**src/rtl/nic_host_agent.sv**
```systemverilog
// Processor-side agent for one NIC node: polls status registers and moves packets between local valid/ready ports and the NIC.
// TX: tx_valid in IDLE to tx_ready in 3 cycles. RX: 4 cycles poll to capture. A held rx_valid blocks further RX polling.
module nic_host_agent #(
    parameter int DATA_W = 64,
    parameter int CNT_W  = 16
) (
    input  logic              clk,
    input  logic              reset,
    input  logic              tx_valid,
    input  logic [DATA_W-1:0] tx_data,
    output logic              tx_ready,
    output logic              rx_valid,
    output logic [DATA_W-1:0] rx_data,
    input  logic              rx_ready,
    output logic [1:0]        addr_nic,
    output logic [DATA_W-1:0] d_in,
    output logic              nicEn,
    output logic              nicWrEn,
    input  logic [DATA_W-1:0] d_out,
    output logic [CNT_W-1:0]  tx_cnt,
    output logic [CNT_W-1:0]  rx_cnt
);

    typedef enum logic [2:0] {
        IDLE, TX_STAT, TX_CHK, TX_WR, RX_STAT, RX_CHK, RX_RD, RX_CAP
    } state_t;

    localparam logic TURN_TX = 1'b0;
    localparam logic TURN_RX = 1'b1;

    localparam logic [1:0] A_IN_BUF   = 2'b00;
    localparam logic [1:0] A_IN_STAT  = 2'b01;
    localparam logic [1:0] A_OUT_BUF  = 2'b10;
    localparam logic [1:0] A_OUT_STAT = 2'b11;

    state_t state, state_nxt;
    logic   turn, turn_nxt;

    always_ff @(posedge clk) begin
        if (!reset) begin
            state <= IDLE;
            turn  <= TURN_TX;
        end else begin
            state <= state_nxt;
            turn  <= turn_nxt;
        end
    end

    always_ff @(posedge clk) begin
        if (!reset) begin
            rx_valid <= 1'b0;
            rx_data  <= '0;
            tx_cnt   <= '0;
            rx_cnt   <= '0;
        end else begin
            // RX_CAP is only reachable with rx_valid low, so set and clear never collide
            if (state == RX_CAP) begin
                rx_valid <= 1'b1;
                rx_data  <= d_out;
                rx_cnt   <= rx_cnt + CNT_W'(1);
            end else if (rx_valid && rx_ready) begin
                rx_valid <= 1'b0;
            end
            if (state == TX_WR) begin
                tx_cnt <= tx_cnt + CNT_W'(1);
            end
        end
    end

    always_comb begin
        state_nxt = state;
        turn_nxt  = turn;
        nicEn     = 1'b0;
        nicWrEn   = 1'b0;
        addr_nic  = 2'b00;
        d_in      = '0;
        tx_ready  = 1'b0;
        unique case (state)
            IDLE: begin
                if (tx_valid && (turn == TURN_TX || rx_valid)) begin
                    state_nxt = TX_STAT;
                end else if (!rx_valid) begin
                    state_nxt = RX_STAT;
                end
            end
            TX_STAT: begin
                nicEn     = 1'b1;
                addr_nic  = A_OUT_STAT;
                state_nxt = TX_CHK;
            end
            TX_CHK: begin
                turn_nxt  = TURN_RX;
                state_nxt = d_out[0] ? IDLE : TX_WR;
            end
            TX_WR: begin
                nicEn     = 1'b1;
                nicWrEn   = 1'b1;
                addr_nic  = A_OUT_BUF;
                d_in      = tx_data;
                tx_ready  = 1'b1;
                state_nxt = IDLE;
            end
            RX_STAT: begin
                nicEn     = 1'b1;
                addr_nic  = A_IN_STAT;
                state_nxt = RX_CHK;
            end
            RX_CHK: begin
                turn_nxt  = TURN_TX;
                state_nxt = d_out[0] ? RX_RD : IDLE;
            end
            RX_RD: begin
                nicEn     = 1'b1;
                addr_nic  = A_IN_BUF;
                state_nxt = RX_CAP;
            end
            RX_CAP: begin
                state_nxt = IDLE;
            end
            default: state_nxt = IDLE;
        endcase
        // Keep the NIC bus quiet while reset is held, whatever state the register still shows
        if (!reset) begin
            nicEn    = 1'b0;
            nicWrEn  = 1'b0;
            addr_nic = 2'b00;
            d_in     = '0;
            tx_ready = 1'b0;
        end
    end

endmodule

```
**config.mk**
```make
export PLATFORM = sky130hd
export DESIGN_NAME = nic_host_agent
export DESIGN_NICKNAME = d
export VERILOG_FILES = /design/src/rtl/nic_host_agent.sv
export SDC_FILE = /design/constraint.sdc
export NUM_CORES = 1
export LEC_CHECK = 0
export BUFFER_PORTS_ARGS = -buffer_cell sky130_fd_sc_hd__buf_4
export CAP_MARGIN = 30
export CORE_AREA = 2 2 115 117
export DETAILED_ROUTE_END_ITERATION = 10
export DIE_AREA = 0 0 117 119
export GPL_TIMING_DRIVEN = 0
export PLACE_DENSITY = 0.68
export SYNTH_ARGS = -nofsm -noshare
export SYNTH_HDL_FRONTEND = slang
export SYNTH_SLANG_ARGS = --single-unit
```
**constraint.sdc**
```tcl
create_clock -name clk -period 1.8 [get_ports clk]
set_input_delay 0.36 -clock clk [delete_from_list [all_inputs] [get_ports clk]]
set_output_delay 0.36 -clock clk [all_outputs]
set_load 0.005 [all_outputs]
```
# == After elaboration in Yosys (flattened, before gate mapping) ==
# Cells that the tools add are included.
# totals
input_bits,132
latchBits,0
out_inout_bits,166
ramBits,0
elab_cells,41
register_bits,101
rom_bits,0
n_memories,0
# classes
shifts,0
add_sub_neg,2
n_eq_ne,8
n_mul,0
div_mod_pow,0
n_reduce_logical,8
magnitude_cmp,0
mux,16
n_bitwise,1
# op_table
op,n
$mux 64,2
$add 16x1->16 const B,2
$pmux 3 s7,1
$eq 3x3->1 const B,4
$mux 3,3
$eq 3x2->1 const B,2
$mux 1,6
$pmux 2 s3,1
$mux 2,2
$reduce_bool 2->1,2
$reduce_or 4->1,1
$eq 3x1->1 const B,1
$logic_not 3->1,1
$ne 3x3->1 const B,1
$logic_and 1x1->1,2
$pmux 1 s2,1
$reduce_or 2->1,1
$logic_or 1x1->1,1
$not 1->1,1

# == Logic depth before layout (Yosys ltp) ==
# depth
word_depth,5
depth_mapped,7
ltp_nobuf,5

# == Worst setup path before layout ==
# Ideal clock, no wire load.
# synth_path
kind,reg-to-reg
startpoint,register rx_cnt[0]
endpoint,register rx_cnt[14]
slack_ps,102
t_arrival_ps,1628
path_buffers,1
t_required_ps,1730
period_less_slack_ps,1698
setup_time_ps,70
path_stages_with_launch,7
path_cell_list,dfxtp_1 > ha_1 > nand3_1 > or2_1 > buf_2 > or4_1 > a21oi_1
# synth_between
elab_chain_cells,1
# synth_rtl
element,line_no,rtl
"start, declared",21,output logic [CNT_W-1:0] rx_cnt
"start signal, assigned",60,rx_cnt <= rx_cnt + CNT_W'(1);
$add 16x1->16,60,
# Every way passes these cells.
# A chain may end at the register's enable or synchronous reset.

# == Worst setup path after layout ==
# layout_path
startpoint,register state[2]
endpoint,output d_in[39]
# layout_between
elab_chain_cells,3
# layout_rtl
element,line_no,rtl
"start, declared",36,"state_t state, state_nxt;"
"start signal, assigned",44,state <= state_nxt;
$eq 3x2->1,78,unique case (state)
$mux 64,78,
$mux 64,123,if (!reset) begin
"end, declared",16,"output logic [DATA_W-1:0] d_in,"
# Every way passes these cells.

==> reports/metrics.yaml <==
logic_synthesis:
  synth_nets: 691
  avgSynthCellArea_um2: 7.783
  synth_seq_cells: 101
  synth_enable_flop_cells: 0
  synth_top_area_share_pct: 46.64
  syn_area_mm2: 0.004335
  synthTopCellsByCount: "nand2_1 (142), dfxtp_1 (101), a21oi_1 (80)"
  synth-async-reset-ratio_pct: 0
  synth.area.top_cells: "dfxtp_1 (47%), nand2_1 (12%), and3_1 (10%)"
  synthCells: 557
  synth_most_common_cell: "nand2_1"
  synth-main-ff-cell: "dfxtp_1"
  synth_top_area_cell: "dfxtp_1"
  synth_cell_types: 36
  yosysWarnings: 0
  synth_seq_area_share_pct: 46.64
worst_setup_path:
  r2r_slack_ps: 60
  r2r_cells: 8
  startpoint_type: "flip-flop"
  rr_startpoint: "state[2]"
  crit_end: "d_in[39]"
  r2r-end: "state[0]"
  path_class: "reg -> out"
  worstPathRequired_ps: 1440
  cp-end-kind: "primary output"
  worstSetupStartpoint: "state[2]"
  crit_fanout: 10
  cp.arrival_ps: 1660
flow_run:
  maxCapViolations: 0
timing:
  fin_ws_ps: -219.9
  fin_crit_sh_pct: 112.2
  rsz0062_at_grt: "yes"
  hold_viol_final: 0
  relSlewSlack_pct: 55.64
  drv_slew: 0
  fmax_mhz: 495.1
  fin_skew_ps: 6.302
  finalSetupViolations: 67
  worst_slew_pin_slew_ps: 665.4
  period_needed_ps: 2020
power_and_ir_drop:
  p_int_mw: 3.963
  power_frac_seq_pct: 44.5
  ir_worst_vdd_mv: 0.3480
  switchingPower_mw: 1.266
  power_frac_comb_pct: 18.5
  p_leak_nw: 3.494
  p_sw_share_pct: 24.22
  power_density_mw_per_mm2: 680.1
  power_frac_clock_pct: 37.0
  p_total_mw: 5.229
run_status:
  violations: "negative setup slack"
  status: "finished with violations"
floorplan:
  start_util_pct: 33.67
  boundaryPins: 298
  core_region_area_mm2: 0.01287
  die_h_um: 119
  die_area_mm2: 0.01392
  rows: 42
  die_x_um: 117
worst_hold_path:
  hold_class: "in -> reg"
global_route:
  antenna_found_initial: 2
  grt_max_degree: 15
  grt_overflow: 0
  grt_pass1_vias: 4829
  grt_pass1_wl_um: 27010
  grt_usage_pct: 25.89
place:
  hpwl_um: 14410
  post-place-ws_ps: -286.1
  place_area_mm2: 0.006778
  numPortBuffers: 296
  gp_congestion: 0.8690
clock_tree:
  cts_root_buf: "clkbuf_16"
  cts_tree: "built"
  clk_latency_ps: 350
  clk_path_buf_depth: 2
  path_clk_slew_ps: 70
  cts_max_level: 3
  clock_sinks: 101
  cts_made_buffers: 9
  holdBufCountCts: 0
detailed_routing:
  wirelength_um: 18880
  post_drt_wl_per_cell_um: 17.71
  via_per_inst: 4.955
  drt_pass1_iterations: 5
  drt_iter0_drc: 255
  vias: 5282
  drc: 0
  ant_nets: 0
finish:
  fillers: 1205
  multiInputGateArea_mm2: 0.002306
  nNetsFinal: 1016
  seq_area_mm2: 0.002033
  drive_above_1_share_pct: 44.76
  final_area_mm2: 0.007689
  areaGrowthSynthToFinish_pct: 77.34
==> state kept, by name (all words and copies together), names as in the netlist <==
register / cells
rx_data: 64
turn: 1
state: 3
rx_valid: 1
rx_cnt: 16
tx_cnt: 16
==> worst min path at each step <==
stage | start | to | slack [ps] | depth (start not counted)
6_report | d_out[3] | rx_data[3] | 250 | 3
5_1_grt | d_out[42] | rx_data[42] | 250 | 3
4_1_cts | d_out[3] | rx_data[3] | 240 | 3
3_5_place_dp | rx_data[55] | rx_data[55] | 450 | 2
3_3_place_gp | rx_data[38] | rx_data[38] | 440 | 2
2_1_floorplan | turn | turn | 450 | 2
==> power groups by stage <==
stage               clock, mW  combinational [mW]  sequential (mW)
global placement            0               0.728             2.37
global route             2.08                1.04             2.33
finish                   1.94               0.965             2.33
CTS                      1.99               0.855             2.33
floorplan                   0               0.294             2.36
detailed placement          0               0.729             2.37
==> layer usage <==
| layer | up-vias | global-route usage, % | wire length [um] |
|---|---|---|---|
| met3 | 37 | 7.532 | 1583 |
| met2 | 253 | 43.64 | 9417 |
| li1 | 2541 | - | - |
| met1 | 2451 | 29.57 | 7175 |
| met4 | 0 | 12.57 | 702 |
| met5 | - | 0 | 0 |
==> per-stage QoR <==
step	cells	TNS, ps	hold WS (ps)	util [%]
after floorplan	557	0	449.9	-
after global placement	1029	-14440	443.1	52.64
after detailed placement	1029	-14280	447.0	52.64
after CTS	1054	-15050	239.1	58.25
after global routing	1065	-15370	247.1	59.70
final	1066	-12470	253.1	59.72
==> critical path, stage by stage (launching register included) <==
cell,delay (ps)
dfxtp_2,320
buf_6,110
and3b_2,290
buf_8,160
buf_8,120
and3_4,210
buf_6,100
==> logic make-up after synthesis <==
| family | share of synthesized area (%) |
|---|---|
| muxes | 0.2309 |
| DFF | 46.64 |
| and+or+nand+nor | 32.15 |
| xor gates and xnor gates | 4.040 |
| buffers and inverters | 4.791 |
| AOI/OAI and AO/OA | 11.57 |
| adders and majority gates | 0.5771 |
==> cells in the final DEF, fill, tap and decap left out, drive strengths merged, types with 2 or more instances in the layout <==
master	instances
nor2b	2
or3	7
diode	3
nand4	8
nand2b	6
o21ai	8
inv	5
nand3	12
a21oi	80
nand2	142
xnor2	8
nor3	3
ha	2
clkbuf	46
and3	69
buf	329
or4	3
o31ai	4
xor2	12
nor3b	2
nor2	24
dfxtp	101
and4	4
==> what timing repair did <==
action                     4_1_cts  5_1_grt
buffers inserted                 8       10
setup endpoints to repair       87      105
gates cloned                     2        0
gates resized for setup         96       42
pin swaps                       17        2
==> final cells by class <==
type                            instances  area share (%)
Clock buffer                           15           3.352
Timing Repair Buffer                  316           32.79
Multi-Input combinational cell        405           29.99
Tap cell                              176           2.864
Antenna cell                            3         0.09764
Inverter                                5          0.2441
Clock inverter                          1          0.3906
Buffer                                 44           3.824
Sequential cell                       101           26.44
Power figures use the tool's default switching activity.
